--- config.mk ---
export PLATFORM = sky130hd
export DESIGN_NAME = qa_drv_prim_hazard_sched_flat
export DESIGN_NICKNAME = d
export VERILOG_FILES = /design/src/rtl/qa_drv_prim_hazard_sched_if.sv /design/src/rtl/qa_drv_prim_hazard_sched.sv /design/src/flat_wrapper.sv
export SDC_FILE = /design/constraint.sdc
export NUM_CORES = 1
export LEC_CHECK = 0
export ABC_CLOCK_PERIOD_IN_PS = 7300
export CORE_MARGIN = 2
export CORE_UTILIZATION = 30
export DETAILED_ROUTE_END_ITERATION = 8
export MAX_ROUTING_LAYER = met4
export PLACE_DENSITY = 0.55
export SETUP_SLACK_MARGIN = 0.4
export SLEW_MARGIN = 0
export SYNTH_ARGS = -nofsm -noshare
export SYNTH_HDL_FRONTEND = slang
export SYNTH_SLANG_ARGS = --single-unit
export TNS_END_PERCENT = 30
--- constraint.sdc ---
create_clock -name clk -period 7.3 [get_ports clk]
set_clock_uncertainty 0.1 [all_clocks]
set_input_delay 2.19 -clock clk [delete_from_list [all_inputs] [get_ports clk]]
set_output_delay 2.19 -clock clk [all_outputs]
set_load 0.01 [all_outputs]
--- src/rtl/qa_drv_prim_hazard_sched_if.sv ---
// Request/response bundle for the hazard scheduler: read and write request streams,
// the shared memory request channel, write completions and status.
interface qa_drv_prim_hazard_sched_if #(
    parameter int ADDR_WIDTH = 32,
    parameter int MAX_WR_OUT = 32
);
    localparam int CNT_W = $clog2(MAX_WR_OUT + 1);

    logic                  rd_req_valid;
    logic [ADDR_WIDTH-1:0] rd_req_addr;
    logic                  rd_req_ready;
    logic                  wr_req_valid;
    logic [ADDR_WIDTH-1:0] wr_req_addr;
    logic                  wr_req_ready;
    logic                  mem_req_valid;
    logic                  mem_req_is_wr;
    logic [ADDR_WIDTH-1:0] mem_req_addr;
    logic                  mem_req_ready;
    logic                  wr_done_valid;
    logic [ADDR_WIDTH-1:0] wr_done_addr;
    logic [CNT_W-1:0]      wr_out_cnt;
    logic                  err_underflow;

    // master: the requesters / memory model side
    modport master (
        output rd_req_valid, rd_req_addr,
        input  rd_req_ready,
        output wr_req_valid, wr_req_addr,
        input  wr_req_ready,
        input  mem_req_valid, mem_req_is_wr, mem_req_addr,
        output mem_req_ready,
        output wr_done_valid, wr_done_addr,
        input  wr_out_cnt, err_underflow
    );

    // slave: the scheduler itself
    modport slave (
        input  rd_req_valid, rd_req_addr,
        output rd_req_ready,
        input  wr_req_valid, wr_req_addr,
        output wr_req_ready,
        output mem_req_valid, mem_req_is_wr, mem_req_addr,
        input  mem_req_ready,
        input  wr_done_valid, wr_done_addr,
        output wr_out_cnt, err_underflow
    );
endinterface

--- src/rtl/qa_drv_prim_hazard_sched.sv ---
// Read/write arbiter onto one memory request channel with read-after-write hazard
// tracking through hashed per-bucket counters of in-flight writes.
module qa_drv_prim_hazard_sched #(
    parameter int ADDR_WIDTH      = 32,
    parameter int N_BUCKETS       = 16,
    parameter int BITS_PER_BUCKET = 4,
    parameter int MAX_WR_OUT      = 32
) (
    input  logic                        clk,
    input  logic                        resetb,
    qa_drv_prim_hazard_sched_if.slave   bus
);
    localparam int IDX_W = $clog2(N_BUCKETS);
    localparam int CNT_W = $clog2(MAX_WR_OUT + 1);
    localparam int BKT_W = BITS_PER_BUCKET;

    typedef enum logic {
        RR_READ  = 1'b0,
        RR_WRITE = 1'b1
    } rr_t;

    rr_t                          rr_last_reg;
    rr_t                          rr_last_next;
    logic [N_BUCKETS-1:0][BKT_W-1:0] cnt_all;
    logic [CNT_W-1:0]             wr_out_reg;
    logic                         err_reg;
    logic                         mem_valid_reg;
    logic                         mem_is_wr_reg;
    logic [ADDR_WIDTH-1:0]        mem_addr_reg;

    logic [IDX_W-1:0] rd_idx;
    logic [IDX_W-1:0] wr_idx;
    logic [IDX_W-1:0] done_idx;
    logic             slot_free;
    logic             rd_elig;
    logic             wr_elig;
    logic             gnt_rd;
    logic             gnt_wr;
    logic             done_bkt_zero;
    logic             done_out_zero;
    logic             underflow_hit;

    // Fold the two low index-wide slices of the address together.
    function automatic logic [IDX_W-1:0] hash_idx(input logic [ADDR_WIDTH-1:0] a);
        return a[IDX_W-1:0] ^ a[2*IDX_W-1:IDX_W];
    endfunction

    assign rd_idx   = hash_idx(bus.rd_req_addr);
    assign wr_idx   = hash_idx(bus.wr_req_addr);
    assign done_idx = hash_idx(bus.wr_done_addr);

    assign slot_free = !mem_valid_reg || bus.mem_req_ready;
    assign rd_elig   = bus.rd_req_valid && (cnt_all[rd_idx] == '0);
    // A bucket stops taking writes once its top bit is set, so it can never wrap.
    assign wr_elig   = bus.wr_req_valid && !cnt_all[wr_idx][BKT_W-1]
                       && (wr_out_reg < CNT_W'(MAX_WR_OUT));

    always_comb begin
        gnt_rd       = 1'b0;
        gnt_wr       = 1'b0;
        rr_last_next = rr_last_reg;
        if (resetb && slot_free) begin
            if (rd_elig && wr_elig) begin
                if (rr_last_reg == RR_WRITE) gnt_rd = 1'b1;
                else                         gnt_wr = 1'b1;
            end else begin
                gnt_rd = rd_elig;
                gnt_wr = wr_elig;
            end
        end
        if (gnt_rd) rr_last_next = RR_READ;
        if (gnt_wr) rr_last_next = RR_WRITE;
    end

    always_ff @(posedge clk or negedge resetb) begin
        if (!resetb) rr_last_reg <= RR_WRITE;
        else         rr_last_reg <= rr_last_next;
    end

    assign done_bkt_zero = (cnt_all[done_idx] == '0);
    assign done_out_zero = (wr_out_reg == '0);
    assign underflow_hit = bus.wr_done_valid && (done_bkt_zero || done_out_zero);

    // Per-bucket in-flight counters; a completion never decrements a zero bucket.
    for (genvar gi = 0; gi < N_BUCKETS; gi++) begin : g_bucket
        logic [BKT_W-1:0] cnt_reg;
        logic             inc;
        logic             dec;

        assign inc = gnt_wr && (wr_idx == IDX_W'(gi));
        assign dec = bus.wr_done_valid && (done_idx == IDX_W'(gi)) && (cnt_reg != '0);

        always_ff @(posedge clk or negedge resetb) begin
            if (!resetb) begin
                cnt_reg <= '0;
            end else if (inc && !dec) begin
                cnt_reg <= cnt_reg + BKT_W'(1);
            end else if (dec && !inc) begin
                cnt_reg <= cnt_reg - BKT_W'(1);
            end
        end

        assign cnt_all[gi] = cnt_reg;
    end

    always_ff @(posedge clk or negedge resetb) begin
        if (!resetb) begin
            wr_out_reg <= '0;
            err_reg    <= 1'b0;
        end else begin
            if (gnt_wr && !(bus.wr_done_valid && !done_out_zero)) begin
                wr_out_reg <= wr_out_reg + CNT_W'(1);
            end else if (!gnt_wr && bus.wr_done_valid && !done_out_zero) begin
                wr_out_reg <= wr_out_reg - CNT_W'(1);
            end
            if (underflow_hit) err_reg <= 1'b1;
        end
    end

    // Held request: loads on grant, holds under backpressure, drops once taken.
    always_ff @(posedge clk or negedge resetb) begin
        if (!resetb) begin
            mem_valid_reg <= 1'b0;
            mem_is_wr_reg <= 1'b0;
            mem_addr_reg  <= '0;
        end else if (gnt_rd || gnt_wr) begin
            mem_valid_reg <= 1'b1;
            mem_is_wr_reg <= gnt_wr;
            mem_addr_reg  <= gnt_wr ? bus.wr_req_addr : bus.rd_req_addr;
        end else if (bus.mem_req_ready) begin
            mem_valid_reg <= 1'b0;
        end
    end

    assign bus.rd_req_ready  = gnt_rd;
    assign bus.wr_req_ready  = gnt_wr;
    assign bus.mem_req_valid = mem_valid_reg;
    assign bus.mem_req_is_wr = mem_is_wr_reg;
    assign bus.mem_req_addr  = mem_addr_reg;
    assign bus.wr_out_cnt    = wr_out_reg;
    assign bus.err_underflow = err_reg;
endmodule

--- src/flat_wrapper.sv ---
// flat-port wrapper written by rule: the top's interface ports become plain ports
module qa_drv_prim_hazard_sched_flat 
#(
    parameter int ADDR_WIDTH      = 32,
    parameter int N_BUCKETS       = 16,
    parameter int BITS_PER_BUCKET = 4,
    parameter int MAX_WR_OUT      = 32
)
  (clk, resetb, bus_rd_req_valid, bus_rd_req_addr, bus_rd_req_ready, bus_wr_req_valid, bus_wr_req_addr, bus_wr_req_ready, bus_mem_req_valid, bus_mem_req_is_wr, bus_mem_req_addr, bus_mem_req_ready, bus_wr_done_valid, bus_wr_done_addr, bus_wr_out_cnt, bus_err_underflow);
  qa_drv_prim_hazard_sched_if #(.ADDR_WIDTH(ADDR_WIDTH), .MAX_WR_OUT(MAX_WR_OUT)) bus_i ();
  input  logic clk;
  input  logic resetb;
  input wire logic [$bits(bus_i.rd_req_valid)-1:0] bus_rd_req_valid;
  input wire logic [$bits(bus_i.rd_req_addr)-1:0] bus_rd_req_addr;
  output wire logic [$bits(bus_i.rd_req_ready)-1:0] bus_rd_req_ready;
  input wire logic [$bits(bus_i.wr_req_valid)-1:0] bus_wr_req_valid;
  input wire logic [$bits(bus_i.wr_req_addr)-1:0] bus_wr_req_addr;
  output wire logic [$bits(bus_i.wr_req_ready)-1:0] bus_wr_req_ready;
  output wire logic [$bits(bus_i.mem_req_valid)-1:0] bus_mem_req_valid;
  output wire logic [$bits(bus_i.mem_req_is_wr)-1:0] bus_mem_req_is_wr;
  output wire logic [$bits(bus_i.mem_req_addr)-1:0] bus_mem_req_addr;
  input wire logic [$bits(bus_i.mem_req_ready)-1:0] bus_mem_req_ready;
  input wire logic [$bits(bus_i.wr_done_valid)-1:0] bus_wr_done_valid;
  input wire logic [$bits(bus_i.wr_done_addr)-1:0] bus_wr_done_addr;
  output wire logic [$bits(bus_i.wr_out_cnt)-1:0] bus_wr_out_cnt;
  output wire logic [$bits(bus_i.err_underflow)-1:0] bus_err_underflow;
  assign bus_i.rd_req_valid = bus_rd_req_valid;
  assign bus_i.rd_req_addr = bus_rd_req_addr;
  assign bus_rd_req_ready = bus_i.rd_req_ready;
  assign bus_i.wr_req_valid = bus_wr_req_valid;
  assign bus_i.wr_req_addr = bus_wr_req_addr;
  assign bus_wr_req_ready = bus_i.wr_req_ready;
  assign bus_mem_req_valid = bus_i.mem_req_valid;
  assign bus_mem_req_is_wr = bus_i.mem_req_is_wr;
  assign bus_mem_req_addr = bus_i.mem_req_addr;
  assign bus_i.mem_req_ready = bus_mem_req_ready;
  assign bus_i.wr_done_valid = bus_wr_done_valid;
  assign bus_i.wr_done_addr = bus_wr_done_addr;
  assign bus_wr_out_cnt = bus_i.wr_out_cnt;
  assign bus_err_underflow = bus_i.err_underflow;
  qa_drv_prim_hazard_sched #(.ADDR_WIDTH(ADDR_WIDTH), .N_BUCKETS(N_BUCKETS), .BITS_PER_BUCKET(BITS_PER_BUCKET), .MAX_WR_OUT(MAX_WR_OUT)) u_core (.clk(clk), .resetb(resetb), .bus(bus_i));
endmodule
After elaboration in Yosys (flattened, before gate mapping)
Cells that the tools add are included.
- flip-flop bits (word level): 106
- input port bits: 102
- output and inout bits: 43
- logic and storage cells: 314
- $add $sub $neg: 34
- order comparisons: 4
- eq/ne operators: 30
- multiplexer cells: 51
- bitwise operators: 3
- reductions and logical operators: 170
- operator list (kind ; count):
    4-bit two-way mux ; 35
    1-bit logical AND ; 90
    4-bit by 1-bit adder with 4-bit output (second input constant) ; 16
    4-bit equality test (second input constant) ; 16
    4-bit nonzero test ; 16
    4-bit by 1-bit subtractor with 4-bit output (second input constant) ; 16
    4-bit binary-select mux with 4-bit select ; 3
    2-bit nonzero test ; 19
    1-bit logical NOT ; 37
    4-bit by 3-bit equality test with 1-bit output (second input constant) ; 8
    32-bit two-way mux ; 1
    4-bit by 2-bit equality test with 1-bit output (second input constant) ; 4
    4-bit logical NOT ; 4
    4-bit by 5-bit less-than comparator with 1-bit output (second input constant) ; 3
    6-bit two-way mux ; 2
    4-bit bitwise XOR ; 3
    1-bit two-way mux ; 10
    4-bit by 1-bit equality test with 1-bit output (second input constant) ; 2
    6-bit by 1-bit adder with 6-bit output (second input constant) ; 1
    6-bit logical NOT ; 1
    6-bit less-than comparator (second input constant) ; 1
    6-bit by 1-bit subtractor with 6-bit output (second input constant) ; 1
    1-bit logical OR ; 3

Longest topological paths before layout
Gate-level depths: netlist of the first run.
- depth after elaboration: 14
- gate-level depth with buffers: 17
- gate-level depth less buffers: 15

Worst setup path after synthesis of the first run
Ideal clock, no wire load.
- path type: input-to-output
- start: in bus_wr_req_addr[4]
- end: out bus_wr_req_ready
- data arrival time: 4.277 ns
- data required time: 5.010 ns
- setup slack: 0.733 ns
- cell stages on the path: 8
- path buffers: 2
- cells stage by stage: xnor2_1 mux2i_1 nor3_1 or4_1 a2111o_1 buf_2 buf_1 inv_1
- longest elaborated chain between the ends: 9
- ends and longest elaborated chain (element ; line ; text):
    start: declaration ; flat_wrapper.sv:17 ; input wire logic [$bits(bus_i.wr_req_addr)-1:0] bus_wr_req_addr;
    4-bit bitwise XOR * ; qa_drv_prim_hazard_sched.sv:45 ; return a[IDX_W-1:0] ^ a[2*IDX_W-1:IDX_W];
    4-bit binary-select mux with 4-bit select * ; qa_drv_prim_hazard_sched.sv:55 ; assign wr_elig = bus.wr_req_valid && !cnt_all[wr_idx][BKT_W-1]
    4-bit two-way mux (implied by the code) * ; qa_drv_prim_hazard_sched.sv:55 ;
    1-bit logical NOT * ; qa_drv_prim_hazard_sched.sv:55 ;
    1-bit logical AND * ; qa_drv_prim_hazard_sched.sv:55 ;
    1-bit logical AND * ; qa_drv_prim_hazard_sched.sv:56 ; && (wr_out_reg < CNT_W'(MAX_WR_OUT));
    1-bit logical AND ; qa_drv_prim_hazard_sched.sv:63 ; if (rd_elig && wr_elig) begin
    1-bit two-way mux * ; qa_drv_prim_hazard_sched.sv:63 ;
    1-bit two-way mux * ; qa_drv_prim_hazard_sched.sv:62 ; if (resetb && slot_free) begin
    end: declaration ; flat_wrapper.sv:18 ; output wire logic [$bits(bus_i.wr_req_ready)-1:0] bus_wr_req_ready;
Mark *: on every way between the ends. The rest lies on a longest branch, timed or not. The select of a mux whose other input is x is not followed.

Worst setup path in the final report of the first run
- start: in bus_rd_req_addr[0]
- end: out bus_wr_req_ready
- longest elaborated chain between the ends: 8
- ends and longest elaborated chain (element ; line ; text):
    start: declaration ; flat_wrapper.sv:14 ; input wire logic [$bits(bus_i.rd_req_addr)-1:0] bus_rd_req_addr;
    4-bit bitwise XOR ; qa_drv_prim_hazard_sched.sv:45 ;
    4-bit binary-select mux with 4-bit select ; qa_drv_prim_hazard_sched.sv:53 ; assign rd_elig = bus.rd_req_valid && (cnt_all[rd_idx] == '0);
    4-bit two-way mux (implied by the code) ; qa_drv_prim_hazard_sched.sv:53 ;
    4-bit logical NOT ; qa_drv_prim_hazard_sched.sv:53 ;
    1-bit logical AND ; qa_drv_prim_hazard_sched.sv:53 ;
    1-bit logical AND ; qa_drv_prim_hazard_sched.sv:63 ;
    1-bit two-way mux ; qa_drv_prim_hazard_sched.sv:63 ;
    1-bit two-way mux ; qa_drv_prim_hazard_sched.sv:62 ;
Every way passes these cells. The select of a mux whose other input is x is not followed.

==> results of run 1 <==
## area by class of cell
class | instances | area [um2] | share of cell area, %
clock inverter | 6 | 72.6 | 0.836
multi-input combinational | 483 | 3940 | 45.3
sequential | 106 | 2650 | 30.6
timing repair buffer | 141 | 1350 | 15.5
tap | 280 | 350 | 4.03
inverter | 23 | 86.3 | 0.994
clock buffer | 10 | 239 | 2.75
## worst min path at each step
stage	cells after the start	slack, ns	start	end
2_1_floorplan	2	0.35	u_core.rr_last_reg	u_core.rr_last_reg
3_3_place_gp	1	0.35	u_core.bus.err_underflow	u_core.bus.err_underflow
3_5_place_dp	1	0.36	u_core.bus.err_underflow	u_core.bus.err_underflow
4_1_cts	1	0.38	u_core.bus.err_underflow	u_core.bus.err_underflow
5_1_grt	1	0.40	u_core.bus.err_underflow	u_core.bus.err_underflow
6_report	1	0.37	u_core.bus.err_underflow	u_core.bus.err_underflow
## kinds of logic after synthesis
group,after synthesis,share of synthesized area (%)
xor gates and xnor gates,89,11.6
DFF,106,39.6
buffers and inverters,35,2.41
and+or+nand+nor,161,11.1
AOI/OAI and AO/OA,98,8.43
muxes,66,11.9
adders and majority gates,69,14.8
## cell usage in the layout, fill, tap and decap left out, types with 2 or more instances in the layout
| master | instances |
|---|---|
| sky130_fd_sc_hd__inv_6 | 2 |
| sky130_fd_sc_hd__clkinv_4 | 2 |
| sky130_fd_sc_hd__mux2i_1 | 37 |
| sky130_fd_sc_hd__mux2_2 | 20 |
| sky130_fd_sc_hd__o21ai_0 | 18 |
| sky130_fd_sc_hd__inv_1 | 23 |
| sky130_fd_sc_hd__a21oi_1 | 54 |
| sky130_fd_sc_hd__a21o_1 | 17 |
| sky130_fd_sc_hd__nand2_1 | 34 |
| sky130_fd_sc_hd__nor2_1 | 76 |
| sky130_fd_sc_hd__nand3_1 | 3 |
| sky130_fd_sc_hd__nand2b_1 | 2 |
| sky130_fd_sc_hd__buf_4 | 22 |
| sky130_fd_sc_hd__or3_1 | 4 |
| sky130_fd_sc_hd__dfrtp_1 | 105 |
| sky130_fd_sc_hd__nor4_1 | 17 |
| sky130_fd_sc_hd__and3_1 | 2 |
| sky130_fd_sc_hd__dlygate4sd2_1 | 3 |
| sky130_fd_sc_hd__nor3_1 | 3 |
| sky130_fd_sc_hd__ha_1 | 52 |
| sky130_fd_sc_hd__mux4_2 | 9 |
| sky130_fd_sc_hd__clkdlybuf4s50_1 | 115 |
| sky130_fd_sc_hd__xnor2_1 | 58 |
| sky130_fd_sc_hd__xor2_1 | 29 |
| sky130_fd_sc_hd__fa_1 | 17 |
| sky130_fd_sc_hd__clkbuf_16 | 9 |
| sky130_fd_sc_hd__nand3b_1 | 16 |
## worst reg2reg max path: cells and delay by family, from the launching register on
kind	cells	cell delay (ns)
compound gates	5	0.81
xor+xnor	2	0.28
buf+inv	2	0.67
flops	1	0.44
fa+ha+maj	2	0.47
mux	1	0.40
simple gates	4	1.18
## layer usage
layer | wire [um] | vias to the layer above
met2 | 7260 | 111
met5 | 0 | -
met3 | 759 | 14
met4 | 241 | 0
li1 | - | 2469
met1 | 7620 | 2353
## power breakdown
group	internal, mW	leakage (nW)	switching, mW
registers	0.883	1.26	0.297
logic	0.860	2.39	0.625
clock network	0.280	0.150	0.236
total	2.02	3.81	1.16
## timing repair
item,in CTS,in global routing
resized for setup,11,1
endpoints found under the hold margin,0,0
cloned,0,0
buffers inserted,0,2
endpoints found under the setup margin,2,2
pin swaps,3,3
## Yosys cell counts, types with 2 or more instances
| cell | count |
|---|---|
| sky130_fd_sc_hd__nor4_1 | 17 |
| sky130_fd_sc_hd__buf_2 | 3 |
| sky130_fd_sc_hd__nand3b_1 | 16 |
| sky130_fd_sc_hd__nand2b_1 | 2 |
| sky130_fd_sc_hd__mux2_2 | 20 |
| sky130_fd_sc_hd__nor2_1 | 76 |
| sky130_fd_sc_hd__clkbuf_1 | 4 |
| sky130_fd_sc_hd__ha_1 | 52 |
| sky130_fd_sc_hd__xor2_1 | 30 |
| sky130_fd_sc_hd__o21ai_0 | 18 |
| sky130_fd_sc_hd__buf_6 | 3 |
| sky130_fd_sc_hd__xnor2_1 | 59 |
| sky130_fd_sc_hd__a21oi_1 | 54 |
| sky130_fd_sc_hd__fa_1 | 17 |
| sky130_fd_sc_hd__inv_1 | 23 |
| sky130_fd_sc_hd__nor3_1 | 3 |
| sky130_fd_sc_hd__nand3_1 | 3 |
| sky130_fd_sc_hd__nand2_1 | 34 |
| sky130_fd_sc_hd__mux2i_1 | 37 |
| sky130_fd_sc_hd__a21o_1 | 17 |
| sky130_fd_sc_hd__and3_1 | 2 |
| sky130_fd_sc_hd__or3_1 | 4 |
| sky130_fd_sc_hd__mux4_2 | 9 |
| sky130_fd_sc_hd__dfrtp_1 | 105 |
==> impl_results.md, run 1 <==
- Diodes inserted: 0
- Post-DP HPWL: 12300 um
- RR Startpoint: u_core.g_bucket[13].cnt_reg[0]
- Wirelength per Cell: 15.1 um
- CTS root buf: sky130_fd_sc_hd__clkbuf_16
- Met1 layer usage reported by global route: between 10% and 20%
- Final critical-path required period: 6.82 ns
- Data required time at the worst endpoint: 5.01 ns
- Number of remaining DRC errors: 0
- Power Density: 366 nW/um2
- Number of register bits inferred by synthesis: 106
- Clock buffer count from CTS: 9
- Final Core Density: 39.7%
- Arrival time of data at the critical path endpoint: approximately 4.5 ns
- Slew @ Worst Pin: 0.900 ns
- Mean instance size in the synthesized netlist: between 10 and 15 um2
- Crit path cell chain: clkdlybuf4s50_1 -> xor2_1 -> buf_4 -> mux4_2 -> a22oi_2 -> a31oi_2 -> a2111o_2 -> inv_1 -> buf_2
- Critical-path top delay cell: sky130_fd_sc_hd__mux4_2
- TritonCTS clock tree: done
- H-tree levels: 3
- Cell area after layout: 8680 um2
- Warnings from Yosys: 0
- Number of max-cap violations: 0
- Area post-placement: 8330 um2
- Max FFs per register: 64
- Port Buf Inserts: 120
- Setup repair after global routing missed its margin: true
- Global-route wire length before repair: 26300 um
- Number of cells on the critical path: 9
- Synth top area share: about two fifths
- Post-Layout Cell Count: 1049
- Relative area change from synthesis to final layout: 29.7%
- Launch point of the worst path: bus_rd_req_addr[0]
- Initial DRC count: roughly 160
- Number of standard cells after synthesis: roughly 620
- Crit Path Category: in2out
- Layout Nets: 935
- Synthesized net count: 795
- Async set-reset flop share out of synthesis: 100%
- Initial DRT Pass Iterations: 6
- Hold crit path type: reg2reg
- Synth area leaders: sky130_fd_sc_hd__dfrtp_1 39%, sky130_fd_sc_hd__ha_1 9.7%, sky130_fd_sc_hd__xnor2_1 7.7%, sky130_fd_sc_hd__mux2i_1 5.5%, sky130_fd_sc_hd__fa_1 5.1%
- Initial Util: 30.6%
- Total die area: between 20000 and 25000 um2
- Clock transition at the register clock pins on the worst setup and hold paths after CTS: 0.07 ns
- Sinks on Clock Net: 106
- Count of final max-slew check failures: 0
- Via Count: 4947
- Power after layout: 3.18 mW
- Met3 track demand over resource in global routing: 2.81%
- Post-placement setup slack: -0.105 ns
- Ratio of cells with drive above 1 in the final layout: 9.75%
- Kind of cell with the highest combined delay on the critical path: buffers and inverters
- Capture point of the critical path: bus_wr_req_ready
- Total congestion overflow after global routing: 0
- Sum Neg Setup Slack: 0 ns
- Total of endpoints with negative setup slack in the final report: 0
- Number of different library cells in the post-synthesis netlist: 40
- Biggest fanout along the worst timing path: 3
- Worst setup slack for register-to-register paths: 2.81 ns
- Die outline height: 153 um
- Latest clock arrival within the worst-skew pair: 0.36 ns
- Dominant register cell in the synthesized netlist: sky130_fd_sc_hd__dfrtp_1
- Vias in the first global route: roughly 5000
- Worst rel slew slack: between 30% and 40%
- Hold buffer count at cts: 0
- Io pins: 145
- Final hold vios: 0
- Hold Worst Slack: 0.372 ns
- Busiest grt layer: met2
- Cell row count: 54
- Slowest cell delay on critical path: 0.51 ns
- Met2 track utilization from global routing: between 20% and 30%
- Post-Syn Area: 6690 um2
- Sequential area share after synthesis: between 30% and 40%
- Number of fill cells: 2146
- Final period utilization: 93.4%
- End of the worst register-to-register path: u_core.g_bucket[6].cnt_reg[3]
- Sort of element at the start of the critical path: input pin
- Highest attainable clock frequency: ~150 MHz
- Routability-driven placement congestion ratio: 0.848
- Placed insts: about 1000
- Aggregate global-route resource usage: between 10% and 20%
- Worst vdd ir: 0.121 mV
- Worst setup EP type: output pin
- Antenna violations before repair: 0
- Placeable Area: about 22000 um2
- Cell taking the most area after synthesis: sky130_fd_sc_hd__dfrtp_1
- Max Root-Sink Buffers: 2
- Die width: 153 um
- Logic depth of the worst register-to-register path: 16
- WL final: approximately 16000 um
- Number of buffer and inverter instances along the worst setup path: 4
- Leakage power: 3.81 nW
- Worst path setup slack after routing: about 0.48 ns
- Largest net degree at the start of global routing: 74
- Number of enable flip-flop cells after synthesis: 0
- Detailed-route vias per instance: 4.72
- Status: complete, no violations
- Number of nets with antenna violations after routing: 0
(Power assumes the default switching activity.)
==> run 2: changes to the inputs <==
--- a/config.mk
+++ b/config.mk
@@ -12,7 +12,6 @@
 export MAX_ROUTING_LAYER = met4
 export PLACE_DENSITY = 0.55
 export SETUP_SLACK_MARGIN = 0.4
-export SLEW_MARGIN = 0
 export SYNTH_ARGS = -nofsm -noshare
 export SYNTH_HDL_FRONTEND = slang
 export SYNTH_SLANG_ARGS = --single-unit
==> results of run 2 <==
No change in the layout: final DEF, timing and power equal those of run 1.
